## config.mk

```make
export PLATFORM = sky130hd
export DESIGN_NAME = jtag_scan_ctrl
export DESIGN_NICKNAME = d
export VERILOG_FILES = /design/src/rtl/jtag_scan_ctrl_pkg.sv /design/src/rtl/jtag_scan_ctrl_tck_gen.sv /design/src/rtl/jtag_scan_ctrl.sv
export SDC_FILE = /design/constraint.sdc
export NUM_CORES = 1
export LEC_CHECK = 0
export CAP_MARGIN = 40
export CORE_MARGIN = 8
export CORE_UTILIZATION = 47
export CTS_CLUSTER_DIAMETER = 150
export DETAILED_ROUTE_END_ITERATION = 8
export HOLD_SLACK_MARGIN = 0.15
export PLACE_DENSITY = 0.76
export SLEW_MARGIN = 30
export SYNTH_ARGS = -nofsm -noshare
export SYNTH_HDL_FRONTEND = slang
export SYNTH_SLANG_ARGS = --single-unit
```

## constraint.sdc

```tcl
create_clock -name i_clk -period 3.1 [get_ports i_clk]
set_clock_uncertainty 0.05 [all_clocks]
set_input_delay 0.31 -clock i_clk [delete_from_list [all_inputs] [get_ports i_clk]]
set_output_delay 0.31 -clock i_clk [all_outputs]
set_load 0.01 [all_outputs]
```

## src/rtl/jtag_scan_ctrl_pkg.sv

```systemverilog
// jtag_pa: shared types and TMS header constants for the JTAG scan sequencer.
package jtag_pa;
   typedef enum logic [1:0] {SCAN_DR, SCAN_IR, SCAN_RESET, SCAN_RSVD} ty_SCAN_CMD;
   typedef enum logic [2:0] {ST_INIT, ST_IDLE, ST_HDR, ST_SHIFT, ST_TAIL, ST_RESP} ty_STATE_SCAN_FSM;
   localparam logic [2:0] HDR_DR = 3'b001;
   localparam logic [3:0] HDR_IR = 4'b0011;
   localparam int HDR_DR_LEN = 3;
   localparam int HDR_IR_LEN = 4;
   function automatic logic hdrBit(input logic isIr, input logic [1:0] idx);
      logic [3:0] v;
      v = isIr ? HDR_IR : {1'b0, HDR_DR};
      return v[idx];
   endfunction
endpackage

```

## src/rtl/jtag_scan_ctrl_tck_gen.sv

```systemverilog
// jtag_tck_gen: TCK divider; low phase then high phase of CLK_DIV cycles each, with
// o_rise on the cycle TCK goes high and o_fall on the last cycle of each bit.
module jtag_tck_gen #(
   parameter int CLK_DIV = 2
) (
   input  logic i_clk,
   input  logic i_rst,
   input  logic i_en,
   output logic o_tck,
   output logic o_fall,
   output logic o_rise
);
   localparam int CW = $clog2(2 * CLK_DIV);
   localparam logic [CW-1:0] HALF = CW'(CLK_DIV - 1);
   localparam logic [CW-1:0] LAST = CW'(2 * CLK_DIV - 1);
   logic [CW-1:0] cnt;
   always_ff @(posedge i_clk) begin
      if (i_rst || !i_en) begin
         cnt   <= '0;
         o_tck <= 1'b0;
      end else begin
         cnt   <= (cnt == LAST) ? '0 : cnt + CW'(1);
         o_tck <= (cnt == HALF) ? 1'b1 : (cnt == LAST) ? 1'b0 : o_tck;
      end
   end
   assign o_rise = i_en && cnt == HALF;
   assign o_fall = i_en && cnt == LAST;
endmodule

```

## src/rtl/jtag_scan_ctrl.sv

```systemverilog
// jtag_scan_ctrl: host-side JTAG sequencer turning DR/IR scan commands into TCK/TMS/TDI and capturing TDO.
// Define JTAG_SCAN_RESET_CMD_EN to enable the type-10 TAP reset command (otherwise it acts as reserved).
module jtag_scan_ctrl
   import jtag_pa::*;
#(
   parameter int MAX_LEN = 32,
   parameter int CLK_DIV = 2,
   localparam int LW = $clog2(MAX_LEN + 1)
) (
   input  logic               i_clk,
   input  logic               i_rst,
   input  logic               i_cmdValid,
   output logic               o_cmdReady,
   input  logic [1:0]         i_cmdType,
   input  logic [LW-1:0]      i_cmdLen,
   input  logic [MAX_LEN-1:0] i_cmdTdi,
   output logic               o_rspValid,
   input  logic               i_rspReady,
   output logic [MAX_LEN-1:0] o_rspTdo,
   output logic               o_tck,
   output logic               o_tms,
   output logic               o_tdi,
   input  logic               i_tdo
);
   localparam int CW = (LW > 3) ? LW : 3;
   localparam logic [CW-1:0] MAXL = CW'(MAX_LEN);
   ty_STATE_SCAN_FSM state, stateNx;
   ty_SCAN_CMD typ, typNx;
   logic [CW-1:0] bitCnt, cntNx, len, lenNx, cmdLen;
   logic [MAX_LEN-1:0] tdiReg, tdiNx, tdoReg;
   logic tmsNx, tdiBitNx, tckEn, tckFall, tckRise, accept, doScan, doReset;

   jtag_tck_gen #(.CLK_DIV(CLK_DIV)) u_tckGen (
      .i_clk(i_clk), .i_rst(i_rst), .i_en(tckEn),
      .o_tck(o_tck), .o_fall(tckFall), .o_rise(tckRise)
   );

   assign tckEn      = state inside {ST_INIT, ST_HDR, ST_SHIFT, ST_TAIL};
   assign accept     = state == ST_IDLE && i_cmdValid;
   assign cmdLen     = CW'(i_cmdLen);
   assign doScan     = ty_SCAN_CMD'(i_cmdType) inside {SCAN_DR, SCAN_IR} && cmdLen != '0;
`ifdef JTAG_SCAN_RESET_CMD_EN
   assign doReset    = ty_SCAN_CMD'(i_cmdType) == SCAN_RESET;
`else
   assign doReset    = 1'b0;
`endif
   assign o_cmdReady = state == ST_IDLE;
   assign o_rspValid = state == ST_RESP;
   assign o_rspTdo   = tdoReg;

   // Position (state, bit index) only moves on acceptance or at the end of a bit,
   // so TMS/TDI derived from the next position only change while TCK is low.
   always_comb begin
      stateNx  = state;
      cntNx    = bitCnt;
      typNx    = typ;
      lenNx    = len;
      tdiNx    = tdiReg;
      tmsNx    = 1'b0;
      tdiBitNx = 1'b0;
      if (accept) begin
         typNx   = ty_SCAN_CMD'(i_cmdType);
         lenNx   = (cmdLen > MAXL) ? MAXL : cmdLen;
         tdiNx   = i_cmdTdi;
         cntNx   = '0;
         stateNx = doReset ? ST_INIT : doScan ? ST_HDR : ST_RESP;
      end else if (tckFall) begin
         cntNx = bitCnt + CW'(1);
         case (state)
            ST_INIT:  if (bitCnt == CW'(5)) stateNx = (typ == SCAN_RESET) ? ST_RESP : ST_IDLE;
            ST_HDR:   if (bitCnt == ((typ == SCAN_IR) ? CW'(HDR_IR_LEN - 1) : CW'(HDR_DR_LEN - 1))) stateNx = ST_SHIFT;
            ST_SHIFT: if (bitCnt == len - CW'(1)) stateNx = ST_TAIL;
            ST_TAIL:  if (bitCnt == CW'(1)) stateNx = ST_RESP;
            default:  ;
         endcase
         if (stateNx != state) cntNx = '0;
      end else if (state == ST_RESP && i_rspReady) begin
         stateNx = ST_IDLE;
      end
      case (stateNx)
         ST_INIT:  tmsNx = cntNx < CW'(5);
         ST_HDR:   tmsNx = hdrBit(typNx == SCAN_IR, cntNx[1:0]);
         ST_SHIFT: begin
            tmsNx    = cntNx == lenNx - CW'(1);
            tdiBitNx = |(tdiNx & (MAX_LEN'(1) << cntNx));
         end
         ST_TAIL:  tmsNx = cntNx == '0;
         default:  ;
      endcase
   end

   always_ff @(posedge i_clk) begin
      if (i_rst) begin
         state  <= ST_INIT;
         bitCnt <= '0;
         typ    <= SCAN_DR;
         len    <= '0;
         tdiReg <= '0;
         tdoReg <= '0;
         o_tms  <= 1'b1;
         o_tdi  <= 1'b0;
      end else begin
         state  <= stateNx;
         bitCnt <= cntNx;
         typ    <= typNx;
         len    <= lenNx;
         tdiReg <= tdiNx;
         o_tms  <= tmsNx;
         o_tdi  <= tdiBitNx;
         tdoReg <= accept ? '0 : (state == ST_SHIFT && tckRise) ? tdoReg | (MAX_LEN'(i_tdo) << bitCnt) : tdoReg;
      end
   end
endmodule

```

# After elaboration in Yosys (flattened, before gate mapping)
# Index checks and enable logic that the tools add are counted.
classes:
  add_sub_neg: 4
  n_bitwise: 3
  order_cmp: 3
  eq_ne: 20
  n_mux: 26
  reduce_logical: 20
  shifts: 2
ops:
  columns: ["operator", "n"]
  rows:
  - ["$mux 3", 11]
  - ["$and 32x32->32", 1]
  - ["$mux 32", 1]
  - ["$or 32x32->32", 1]
  - ["$reduce_or 32->1", 1]
  - ["$shl 1x6->32", 1]
  - ["$shl 1x6->32 const A", 1]
  - ["$mux 6", 5]
  - ["$eq 3x2->1 const B", 4]
  - ["$eq 6x6->1", 2]
  - ["$pmux 3 s4", 1]
  - ["$sub 6x1->6 const B", 2]
  - ["$eq 3x3->1 const B", 3]
  - ["$eq 2x1->1 const B", 4]
  - ["$add 6x1->6 const B", 1]
  - ["$eq 6x1->1 const B", 1]
  - ["$eq 6x2->1", 1]
  - ["$eq 6x3->1 const B", 1]
  - ["$gt 6x6->1 const B", 1]
  - ["$logic_and 1x1->1", 6]
  - ["$logic_not 3->1", 2]
  - ["$logic_not 6->1", 1]
  - ["$lt 6x3->1 const B", 1]
  - ["$reduce_bool 6->1", 1]
  - ["other kinds (16)", 24]
word_totals:
  reg_bits: 86
  word_cells: 88

# Logic depth before layout (Yosys ltp)
depth:
  depth_word: 14
  ltp_mapped: 13
  depth_no_buf: 11

# Hierarchy
# Synthesis repeated with hierarchy kept, for this count alone.
unflattened:
  hier_cells: 538
  hier_area_um2: 4254.1
by_module_without_submodules:
  columns: ["module", "cells_each", "n_inst", "seq_area_each_um2", "area_each_um2"]
  rows:
  - ["jtag_scan_ctrl", 524, 1, 1661.6, 4113.9]
  - ["jtag_tck_gen", 14, 1, 60.1, 140.1]

# Worst setup path after synthesis
# Ideal clock, no wire load.
synth_timing:
  path_type: "reg2reg"
  startpoint: "reg len[0]"
  endpoint: "reg o_tdi"
  arrival_ns: 2.749
  setup_slack_ns: 0.184
  required_time_ns: 2.933
  stages_incl_launch_ff: 12
  synth_period_minus_slack_ns: 2.916
  cell_sequence: "dfxtp_1 or3_4 or4_4 a22oi_4 a32oi_2 buf_6 nand2_8 buf_12 nor4_2 a211o_1 or4_1 and4b_1"
synth_via:
  elab_chain_len: 13
  elab_cells_between_ends: 18
  cone_classes: "1 x add/sub; 3 x eq/ne; 1 x shift; 9 x mux; 2 x bitwise; 2 x reduce/logical"
synth_lines:
  columns: ["element", "line", "text"]
  rows:
  - ["from (decl)", "jtag_scan_ctrl.sv:29", "logic [CW-1:0] bitCnt, cntNx, len, lenNx, cmdLen;"]
  - ["from (signal assigned)", "jtag_scan_ctrl.sv:106", "len <= lenNx;"]
  - ["$sub 6x1->6 *", "jtag_scan_ctrl.sv:72", "ST_SHIFT: if (bitCnt == len - CW'(1)) stateNx = ST_TAIL;"]
  - ["$eq 6x6->1 *", "jtag_scan_ctrl.sv:72", null]
  - ["$mux 3 *", "jtag_scan_ctrl.sv:72", null]
  - ["$pmux 3 s4 *", "jtag_scan_ctrl.sv:69", "case (state)"]
  - ["$mux 3 *", "jtag_scan_ctrl.sv:67", "end else if (tckFall) begin"]
  - ["$mux 3 *", "jtag_scan_ctrl.sv:61", "if (accept) begin"]
  - ["$ne 3x3->1", "jtag_scan_ctrl.sv:76", "if (stateNx != state) cntNx = '0;"]
  - ["$mux 6", "jtag_scan_ctrl.sv:76", null]
  - ["$mux 6", "jtag_scan_ctrl.sv:67", null]
  - ["$mux 6", "jtag_scan_ctrl.sv:61", null]
  - ["$shl 1x6->32", "jtag_scan_ctrl.sv:85", "tdiBitNx = |(tdiNx & (MAX_LEN'(1) << cntNx));"]
  - ["$and 32x32->32", "jtag_scan_ctrl.sv:85", null]
  - ["$reduce_or 32->1", "jtag_scan_ctrl.sv:85", null]
  - ["to (signal assigned)", "jtag_scan_ctrl.sv:109", "o_tdi <= tdiBitNx;"]
  - ["to (decl)", "jtag_scan_ctrl.sv:22", "output logic o_tdi,"]
# Every way passes the cells marked *; elsewhere a longest branch is shown, timed or not. The select of a mux whose other input is x is not followed.
# A chain may end at the register's enable or synchronous reset.

# Final worst setup path
layout_timing:
  startpoint: "reg len[1]"
  endpoint: "reg o_tdi"
# The elaborated chain is that of the path after synthesis.

==> summary.txt <==
Status
  – Outcome: complete, no violations

Synth
  – Number of flops mapped to enable cells by yosys: 0
  – Most common cell in the netlist: dfxtp_1
  – Ys flop type: dfxtp_1
  – Ranking of synthesized cells by area: dfxtp_1 (40%), a21oi_1 (9.0%), nor2_1 (7.0%)
  – Post-Syn Area: 4320 µm²
  – Netlist cell types: approximately 70
  – Syn nets: 580
  – Synth top cells by count: dfxtp_1 (86), nor2_1 (81), a21oi_1 (78)
  – Warnings, synthesis: 0
  – Avg Synthesized Cell Area: roughly 8.2 µm²
  – Post-synth ARST share: 0
  – Yosys reg bits: 86
  – Syn Inst Count: ~530
  – Sequential fraction of the synthesis area: 0.399
  – Largest area contributor in the netlist: dfxtp_1
  – Synth top area share: 0.399

Placement
  – GPL Wtd Cong: around 0.92
  – IO buf count: 81
  – Post-DP HPWL: around 9.3 mm
  – Placed instance area: 5350 µm²
  – Place WS: roughly 24 ps

Critical path
  – CP Max Fanout: 7
  – WS Path Type: register to register
  – CP required: 3300 ps
  – WP data arrival: 3220 ps
  – Startpoint Class: register
  – Nature of the critical path endpoint: register

Timing
  – Slew Limit Fails: 0
  – Fin. Hold Viols: 0
  – Final setup TNS: 0 ps
  – Period minus WS final: approximately 3000 ps
  – F_max: between 0.3 and 0.4 GHz
  – Slew @ Worst Pin: 646 ps
  – Final setup violation count: 0
  – Final Cycle Share: 0.975
  – Worst rel slew slack: 0.566
  – Final worst slack: 76.0 ps

Power
  – Peak VDD IR: between 0.3 and 0.4 mV
  – P_leak: 2.18 nW
  – Pwr dens: 442 nW/µm²
  – Tot Pwr: roughly 0.0025 W

Cells and area
  – N_diodes: 0
  – Area grow syn2layout: 31.4%
  – Final net count: 676
  – Share of layout cells above drive strength 1: 0.149
  – Final instance area: 5670 µm²

GRT
  – Tot GR Track Use: 0.194
  – First-pass GRT wire length: between 15 and 20 mm
  – Largest net degree at the start of global routing: 34
  – Initial antenna violation count: 0
  – Number of global-route vias before repair: 3952
  – GRT overflow: 0

Job
  – Max-cap viol count: 0

CTS
  – Worst-skew pair later-pin latency: 350 ps
  – Clk buf depth: 2
  – Clk sinks: between 80 and 90
  – Clock transition at the registers of the reported paths: 90 ps
  – Hold_buf cts: 0
  – CTS tree: done
  – TritonCTS buffer count: 9
  – CTS Root Cell: clkbuf_8
  – Htree depth: 3

Floorplan
  – Die width: ~110 µm
  – I/O pin count: a little over 80
  – # rows: 35
  – Initial core utilization: 0.476
  – Core area: 9060 µm²
  – Total die area: 12500 µm²
  – Die height: 112 µm

Routing
  – Routed WL per cell: 16.6 µm
  – Post-route DRC: 0
  – Final wirelength: 12.3 mm
  – First-pass DRT Iterations: 5
  – Total vias in the final route: 4062
  – Iteration-0 DRC Markers: 234
  – ANT nets after route: 0
  – DR vias/cell: 5.48

Hold path
  – Hold crit path type: primary input to register
placed cells by master (no fill, tap or decap), drive strengths merged, types with 3 or more instances in the layout:
cell type,Yosys,routed
a21oi,78,78
a31oi,4,4
and3,6,6
buf,14,38
clkbuf,19,9
clkdlybuf4s50,0,80
clkinv,0,3
dfxtp,86,86
ha,6,6
inv,8,11
mux2,3,3
mux2i,18,18
nand2,79,79
nand2b,7,7
nand3,13,13
nand3b,3,3
nor2,84,84
nor3,14,14
nor3b,9,9
nor4,8,8
o211ai,3,3
o21ai,6,6
o31ai,3,3
or3,3,3
or4,3,3
xnor2,13,13
xor2,10,10
through the flow:
stage | cells | util | hold WS, ps
after floorplan | 529 | - | 382
after detailed placement | 723 | 0.590 | 398
after global routing | 741 | 0.626 | 421
final | 741 | 0.626 | 399
after CTS | 739 | 0.612 | 391
after global placement | 723 | 0.590 | 394
final cells by class:
cell class | count | area, µm²
clock buffers | 9 | 124
multi-input cells | 402 | 2460
repair buffers | 118 | 1110
fillers | 809 | 3390
flip-flops and latches | 86 | 1730
inverters | 8 | 30.0
well taps | 111 | 139
clock inverters | 7 | 77.6
state kept, by name (all words and copies together) (netlist names):
signal and cells:
bitCnt 6, len 6, o_rspTdo 32, o_tdi 1, o_tms 1, state 3, tdiReg 32, typ 2
u_tckGen.cnt 2, u_tckGen.o_tck 1
metal layers:
layer,GRT usage,share of wire,vias up
met1,0.245,0.44,1902
li1,-,-,2016
met4,0.0520,0.018,0
met5,0,0,-
met3,0.0422,0.057,14
met2,0.326,0.49,130
cell families after synthesis:
kind of cell,after synthesis,synth area share
compound gates,113,0.159
xor+xnor,23,0.0484
mux,21,0.0504
buf+inv,41,0.0548
flops,86,0.399
simple gates,238,0.269
fa+ha+maj,7,0.0197
critical path, cell delays in order, from the launching register on:
cell and delay (ps):
dfxtp_1 330, or3_4 440, or4_4 450, a22oi_4 240
a32oi_4 110, buf_4 220, a22o_2 230, a221o_2 330
or3_1 330, and4b_1 200
worst paths after layout:
check                 start        end  slack, ps  cells past startpoint
setup / recovery     len[1]      o_tdi         80                      9
hold / removal        i_rst  tdiReg[3]        400                      2
setup reg to reg     len[1]      o_tdi         80                      9
hold reg to reg   tdiReg[8]  tdiReg[8]        410                      2
timing repair:
item                                    4_1_cts  5_1_grt
gates resized for setup                       0       22
endpoints found under the hold margin         0        0
endpoints found under the setup margin        0        2
setup buffers                                 0        2
report_power, final:
group / switching, W / leakage (nW) / internal [W]
registers: 0.0000320 / 0.696 / 0.00115
clock network: 0.000434 / 0.106 / 0.000383
logic: 0.000275 / 1.37 / 0.000234
total: 0.000742 / 2.18 / 0.00177
Power figures use the tool's default switching activity.
